<file path="config.mk">
export PLATFORM = sky130hd
export DESIGN_NAME = mux_scan
export DESIGN_NICKNAME = d
export VERILOG_FILES = /design/src/rtl/mux_scan_pkg.sv /design/src/rtl/mux_nto1.sv /design/src/rtl/mux_scan.sv
export SDC_FILE = /design/constraint.sdc
export NUM_CORES = 1
export LEC_CHECK = 0
export BUFFER_PORTS_ARGS = -buffer_cell sky130_fd_sc_hd__buf_4
export CAP_MARGIN = 20
export CORE_ASPECT_RATIO = 2
export CORE_MARGIN = 10
export CORE_UTILIZATION = 50
export DETAILED_ROUTE_END_ITERATION = 10
export GPL_TIMING_DRIVEN = 0
export PLACE_DENSITY = 0.72
export SETUP_SLACK_MARGIN = 0.05
export SYNTH_ARGS = -nofsm -noshare
export SYNTH_HDL_FRONTEND = slang
export SYNTH_HIERARCHICAL = 1
export SYNTH_SLANG_ARGS = --single-unit
export TNS_END_PERCENT = 100
</file>
<file path="constraint.sdc">
create_clock -name Clock -period 9.5 [get_ports Clock]
set_input_delay 0.95 -clock Clock [delete_from_list [all_inputs] [get_ports Clock]]
set_output_delay 0.95 -clock Clock [all_outputs]
set_load 0.05 [all_outputs]
</file>
<file path="src/rtl/mux_scan_pkg.sv">
// Shared constants and width helper for the mux_scan block.
// Optional hold feature is enabled by defining MUX_SCAN_HOLD_EN.
package mux_scan_pkg;

    localparam logic MODE_MANUAL = 1'b0;
    localparam logic MODE_AUTO   = 1'b1;

    // Bits needed to encode values 0..v-1, never less than one.
    function automatic int clog2(input int v);
        int r;
        r = 0;
        for (int i = 0; i < 32; i++) begin
            if ((64'd1 << r) < 64'(v)) begin
                r = r + 1;
            end
        end
        return (r < 1) ? 1 : r;
    endfunction

endpackage

</file>
<file path="src/rtl/mux_nto1.sv">
// Combinational N-to-1 selector of W-bit channels packed in din.
// Selects beyond N-1 yield zero.
module mux_nto1
    import mux_scan_pkg::*;
#(
    parameter int N = 4,
    parameter int W = 4,
    localparam int CW = clog2(N)
) (
    input  logic [N*W-1:0] din,
    input  logic [CW-1:0]  sel,
    output logic [W-1:0]   y
);

    always_comb begin
        y = '0;
        for (int k = 0; k < N; k++) begin
            if (sel == CW'(k)) begin
                y = din[k*W +: W];
            end
        end
    end

endmodule

</file>
<file path="src/rtl/mux_scan.sv">
// Registered channel selector with manual select and timed auto-scan.
// Define MUX_SCAN_HOLD_EN to add the hold input that freezes advance.
module mux_scan
    import mux_scan_pkg::*;
#(
    parameter int N     = 4,
    parameter int W     = 4,
    parameter int DWELL = 50000000,
    localparam int CW   = clog2(N)
) (
    input  logic           Clock,
    input  logic           Resetn,
    input  logic [N*W-1:0] din,
    input  logic [CW-1:0]  sel,
    input  logic           mode,
`ifdef MUX_SCAN_HOLD_EN
    input  logic           hold,
`endif
    output logic [W-1:0]   dout,
    output logic [CW-1:0]  ch,
    output logic           step
);

    localparam int CNTW = clog2(DWELL);
    localparam logic [CNTW-1:0] CNT_LAST = CNTW'(DWELL - 1);
    localparam logic [CW-1:0]   CH_LAST  = CW'(N - 1);
    localparam logic [CW:0]     N_L      = (CW + 1)'(N);

    logic [CW-1:0]   r_ch;
    logic [CNTW-1:0] r_cnt;
    logic [W-1:0]    r_dout;
    logic            r_step;
    logic            r_mode_q;

    logic            w_hold;
    logic            w_rise;
    logic [CNTW-1:0] w_cnt_cur;
    logic [CNTW-1:0] w_cnt_n;
    logic [CW-1:0]   w_ch_n;
    logic [W-1:0]    w_y;

`ifdef MUX_SCAN_HOLD_EN
    assign w_hold = hold;
`else
    assign w_hold = 1'b0;
`endif

    // A fresh entry into auto mode starts a full dwell period.
    assign w_rise    = (mode == MODE_AUTO) & (r_mode_q == MODE_MANUAL);
    assign w_cnt_cur = w_rise ? '0 : r_cnt;

    always_comb begin
        w_ch_n  = r_ch;
        w_cnt_n = r_cnt;
        if (w_hold) begin
            w_ch_n  = r_ch;
            w_cnt_n = r_cnt;
        end else if (mode == MODE_AUTO) begin
            if (w_cnt_cur == CNT_LAST) begin
                w_cnt_n = '0;
                w_ch_n  = (r_ch == CH_LAST) ? '0 : r_ch + 1'b1;
            end else begin
                w_cnt_n = w_cnt_cur + 1'b1;
            end
        end else begin
            w_cnt_n = '0;
            if ({1'b0, sel} < N_L) begin
                w_ch_n = sel;
            end
        end
    end

    mux_nto1 #(
        .N (N),
        .W (W)
    ) u_mux (
        .din (din),
        .sel (w_ch_n),
        .y   (w_y)
    );

    always_ff @(posedge Clock or negedge Resetn) begin
        if (!Resetn) begin
            r_ch     <= '0;
            r_cnt    <= '0;
            r_dout   <= '0;
            r_step   <= 1'b0;
            r_mode_q <= MODE_MANUAL;
        end else begin
            r_ch     <= w_ch_n;
            r_cnt    <= w_cnt_n;
            r_dout   <= w_y;
            r_step   <= (w_ch_n != r_ch);
            r_mode_q <= mode;
        end
    end

    assign dout = r_dout;
    assign ch   = r_ch;
    assign step = r_step;

endmodule

</file>
==> results.json, run 1 <==
{
  "num_vias": 1441,
  "grt_usage_pct": 14.3,
  "place.gp.congestion": 0.884,
  "fin_crit_sh_pct": 48.8,
  "outcome": "complete, no violations",
  "hold_class": "flop to flop",
  "grt_max_degree": 35,
  "yosys_warnings": 6,
  "seq_area_frac_synth_pct": 48.2,
  "max-vdd-ir-drop_mv": 0.117,
  "grt.overflow.total": 0,
  "synth_ff_type": "dfrtp_1",
  "vias_per_cell": 5.65,
  "yosys.area.top_type_share_pct": 48.2,
  "required_ps": 9660,
  "ant_nets": 0,
  "cts_inserted_buffers": 5,
  "post_dp_cell_area_um2": 2030,
  "diodes": 0,
  "cts_setup_buffers": 0,
  "relSlewSlack_pct": 52.6,
  "antenna_found_initial": 0,
  "p_total_uw": 323,
  "dr.pass1.iters": 4,
  "drt_first_iter_violations": 42,
  "netlist-cell-type-count": 35,
  "clk_latency_ps": 290,
  "finClkSkew_ps": 6.07,
  "totalWireLength_um": 4220,
  "ctsHoldBuffers": 0,
  "ys_ff_latch": 34,
  "cts_tree": "built",
  "grt_pass1_vias": 1574,
  "final_common_cell": "dfrtp_1",
  "die_h_um": 104,
  "die_w_um": 62,
  "place_ws_ps": 4530,
  "synth_area_leader_cell": "dfrtp_1",
  "dieArea_um2": 6450,
  "root_buffer": "clkbuf_8",
  "postLayoutCoreUtil_pct": 62.6,
  "p_leak_uw": 0.000906,
  "htreeDepth": 2,
  "slew_viol_final": 0,
  "area_growth_pct": 21.1,
  "fmaxAchievable_ghz": 0.216,
  "port_buffers": 27,
  "setup_viol": 0,
  "post_synth.cell_area_avg_um2": 10.3,
  "rsz0062_at_grt": "no",
  "fp.coreArea_um2": 3420,
  "cp_max_fo": 10,
  "drcViolationCount": 0,
  "cts_resized": 0,
  "final_cell_mix": "dfrtp_1 (34), nor2_1 (27), buf_4 (27), nand2_1 (16), xnor2_1 (14)",
  "clkTransAtPathRegs_ps": 70,
  "p_per_area_nw_per_um2": 151,
  "netlist_area_um2": 1760,
  "synth_area_leaders": "dfrtp_1 (48%), xnor2_1 (7.0%), mux4_1 (6.0%), nor2_1 (5.7%), xor2_1 (4.0%)",
  "cts_buffer_depth": 2,
  "async_flop_share_pct": 100,
  "fillCellCount": 290,
  "ff_latch_area_um2": 851,
  "worstPathArrival_ps": 4800,
  "synthesis.nets": 195,
  "r2r_setup_slack_ps": 5420,
  "grt_pass1_wl_um": 7030,
  "design_area_um2": 2140,
  "pin_count": 28,
  "fin_tns_setup_ps": 0,
  "start_kind": "primary input",
  "finalHoldViolCount": 0,
  "worstSetupEndpointType": "flop",
  "synth_edf_count": 0,
  "multi_input_area_um2": 883,
  "criticalPathCategory": "primary input to flop",
  "timing.final.ws_setup_ps": 4860,
  "rows": 30,
  "hpwl_um": 3240,
  "post_drt_wl_per_cell_um": 16.5,
  "clock-sinks": 34,
  "synth_cells": 172,
  "layout-drive-gt1-share_pct": 21.7,
  "period_needed_ps": 4640,
  "fin_nets": 229,
  "cap_violations": 0,
  "tightest_slew_ps": 707,
  "initial_core_util_pct": 51.6
}
## cells in the mapped netlist, drive strengths merged, types with 4 or more instances
library cell  number
xor2               8
nand3             11
nor2              27
mux4               4
dfrtp             34
nand2             16
nor3               7
a21oi              5
and3               6
xnor2             14
nand4              5
## power breakdown
part           switching (uW)  internal, uW
Clock                    53.2          73.2
Combinational            26.9          17.1
Sequential               2.96           149
## flip-flops by register name, indices dropped and copies added (netlist names)
| signal | flops |
|---|---|
| r_cnt | 26 |
| step | 1 |
| r_mode_q | 1 |
| dout | 4 |
| ch | 2 |
## layer usage
metal | wire length, um | track usage [%] | share of wire (%) | vias up
met5 | 0 | 0 | 0 | -
met4 | 79 | 6.91 | 1.9 | 0
met3 | 327 | 5.87 | 7.8 | 6
met2 | 2310 | 24.0 | 55 | 49
met1 | 1500 | 14.1 | 36 | 710
li1 | - | - | - | 676
## final timing paths
check                                      end  cells past startpoint                 from
max reg2reg                  dout[3]$_DFF_PN0_                     10   r_mode_q$_DFF_PN0_
min in group asynchronous   r_cnt[4]$_DFF_PN0_                      1               Resetn
max in group asynchronous    dout[1]$_DFF_PN0_                      1               Resetn
max                          dout[3]$_DFF_PN0_                     12                 mode
min reg2reg                r_cnt[17]$_DFF_PN0_                      2  r_cnt[17]$_DFF_PN0_
min                        r_cnt[17]$_DFF_PN0_                      2  r_cnt[17]$_DFF_PN0_
## stage by stage
stage	std cells	hold WS (ps)
finish	255	559
floorplan	172	514
detailed placement	247	545
global route	255	600
CTS	255	563
global placement	247	531
## critical path, cell delays in order
cell and delay, ps:
buf_4 110, buf_2 170, nand2b_1 200, clkbuf_1 390, and2_1 240, ha_1 290
nand3_4 160, or4_1 540, buf_2 180, or3_1 320, a31oi_1 570, mux4_1 660
## cells by family after synthesis
group | Yosys count | synth area share [%]
AOI/OAI and AO/OA | 12 | 4.11
xor gates and xnor gates | 22 | 10.9
adders and majority gates | 2 | 1.42
buffers and inverters | 7 | 1.70
DFF | 34 | 48.2
muxes | 6 | 7.16
and+or+nand+nor | 89 | 26.5
## final cells by class
cell class              count  share of cell area, %
multi-input cells         131                   41.3
flip-flops and latches     34                   39.8
repair buffers             27                   9.48
clock buffers               8                   5.15
well taps                  48                   2.81
plain buffers               4                  0.878
inverters                   3                  0.527
(Power assumes the default switching activity.)
==> run 2: changes to the inputs <==
--- a/config.mk
+++ b/config.mk
@@ -12,7 +12,7 @@
 export CORE_UTILIZATION = 50
 export DETAILED_ROUTE_END_ITERATION = 10
 export GPL_TIMING_DRIVEN = 0
-export PLACE_DENSITY = 0.72
+export PLACE_DENSITY = 0.75
 export SETUP_SLACK_MARGIN = 0.05
 export SYNTH_ARGS = -nofsm -noshare
 export SYNTH_HDL_FRONTEND = slang
==> constraint.sdc (replaced) <==
create_clock -name Clock -period 4.15 [get_ports Clock]
set_input_delay 0.415 -clock Clock [delete_from_list [all_inputs] [get_ports Clock]]
set_output_delay 0.415 -clock Clock [all_outputs]
set_load 0.05 [all_outputs]
==> results.json, run 2 (synthesis results as in run 1) <==
{
  "outcome": "complete, no violations",
  "fin_tns_setup_ps": 0,
  "start_kind": "primary input",
  "totalWireLength_um": 3880,
  "max-vdd-ir-drop_mv": 0.263,
  "area_growth_pct": 20.5,
  "cts_inserted_buffers": 5,
  "ctsHoldBuffers": 0,
  "fin_nets": 229,
  "slew_viol_final": 0,
  "htreeDepth": 2,
  "crit_slowest_cell": "mux4_1",
  "antenna_found_initial": 0,
  "fmaxAchievable_ghz": 0.267,
  "finClkSkew_ps": 3.80,
  "critical_path.max_stage_delay_ps": 610,
  "crit_chain": "buf_4 > buf_2 > nand2b_1 > clkbuf_2 > and2_1 > ha_1 > nand3_4 > or4_1 > buf_2 > or3_1 > a31oi_2 > mux4_1",
  "dr.pass1.iters": 4,
  "setup_viol": 0,
  "cp_num_buf_inv": 4,
  "p_per_area_nw_per_um2": 328,
  "clock-sinks": 34,
  "rows": 30,
  "required_ps": 4300,
  "diodes": 0,
  "place.gp.congestion": 0.862,
  "largest_reg_flops": 26,
  "cts_resized": 0,
  "final_cells": 255,
  "period_needed_ps": 3750,
  "relSlewSlack_pct": 71.6,
  "layout-drive-gt1-share_pct": 22.2,
  "finalHoldViolCount": 0,
  "root_buffer": "clkbuf_8",
  "place_ws_ps": -145,
  "cts_buffer_depth": 2,
  "ant_nets": 0,
  "vias_per_cell": 5.45,
  "cts_setup_buffers": 0,
  "fin_crit_sh_pct": 90.3,
  "dieArea_um2": 6450,
  "grt_pass1_wl_um": 6790,
  "cp_max_fo": 10,
  "hold_class": "primary input to async pin",
  "hpwl_um": 3000,
  "fp.coreArea_um2": 3420,
  "grt_pass1_vias": 1526,
  "postLayoutCoreUtil_pct": 62.2,
  "clkTransAtPathRegs_ps": 60,
  "post_drt_wl_per_cell_um": 15.2,
  "worstPathArrival_ps": 3900,
  "cts_tree": "built",
  "post_dp_cell_area_um2": 2030,
  "pin_count": 28,
  "final_cell_mix": "dfrtp_1 (34), nor2_1 (27), buf_4 (27), nand2_1 (16), xnor2_1 (14)",
  "drcViolationCount": 0,
  "tightest_slew_ps": 426,
  "final_common_cell": "dfrtp_1",
  "design_area_um2": 2130,
  "r2r_setup_slack_ps": 430,
  "dp.cells": 247,
  "grt_max_degree": 35,
  "num_vias": 1389,
  "criticalPathCategory": "primary input to flop",
  "die_h_um": 104,
  "cap_violations": 0,
  "grt_usage_pct": 13.3,
  "timing.final.ws_setup_ps": 401,
  "die_w_um": 62,
  "cpMostUsedCell": "buf_2",
  "drt_first_iter_violations": 45,
  "regMostFlops": "r_cnt",
  "initial_core_util_pct": 51.6,
  "grt.overflow.total": 0,
  "p_leak_uw": 0.000900,
  "worstSetupEndpointType": "flop",
  "clk_latency_ps": 280,
  "crit_family": "simple AND/OR/NAND/NOR gates",
  "port_buffers": 27,
  "rsz0062_at_grt": "no"
}
run 2: changes by cell type in the layout (fill, tap and decap cells not counted), sizes merged:
cell and delta:
clkbuf -1, clkinv +1
run 2: per-stage QoR:
step | power (uW) | hold WS, ps
after global routing | 731 | 83.6
final | 696 | 66.9
after CTS | 706 | 80.8
after detailed placement | 457 | 382
after global placement | 453 | 376
after floorplan | 412 | 119
run 2: where the power goes:
part           leakage [uW]  internal [uW]  switching, uW
logic              0.000398           39.8           61.4
clock network     0.0000482            134            113
registers          0.000454            342           6.96
run 2: layout make-up:
type                            instances  area [um^2]
Multi-Input combinational cell        131          890
Inverter                                3         11.3
Fill cell                             289         1290
Clock inverter                          1         5.00
Tap cell                               48         60.1
Timing Repair Buffer                   27          203
Sequential cell                        34          851
Buffer                                  4         20.0
Clock buffer                            7         86.3
run 2: path summary, 6_finish.rpt:
kind,from,endpoint,cells after the start
worst max-delay path,mode,dout[1]$_DFF_PN0_,12
worst min-delay path,Resetn,r_cnt[10]$_DFF_PN0_,1
worst max register to register,r_mode_q$_DFF_PN0_,dout[1]$_DFF_PN0_,10
worst min register to register,r_cnt[25]$_DFF_PN0_,r_cnt[25]$_DFF_PN0_,2
max in group asynchronous,Resetn,r_cnt[9]$_DFF_PN0_,1
min in group Clock,mode,r_mode_q$_DFF_PN0_,1
run 2: worst register-to-register path: cells and delay by family, from the launching register on:
kind / cells / cell delay (ps)
AOI/OAI and AO/OA: 1 / 390
DFF: 1 / 360
muxes: 1 / 610
and+or+nand+nor: 5 / 1470
buffers and inverters: 2 / 460
adders and majority gates: 1 / 310
run 2: metal layers:
| layer | vias up | share of wire (%) | track usage [%] | wire, um |
|---|---|---|---|---|
| met3 | 7 | 6.3 | 5.50 | 245 |
| met2 | 35 | 55 | 22.7 | 2150 |
| met4 | 0 | 0.93 | 4.02 | 36 |
| met5 | - | 0 | 0 | 0 |
| met1 | 675 | 37 | 13.9 | 1450 |
| li1 | 672 | - | - | - |
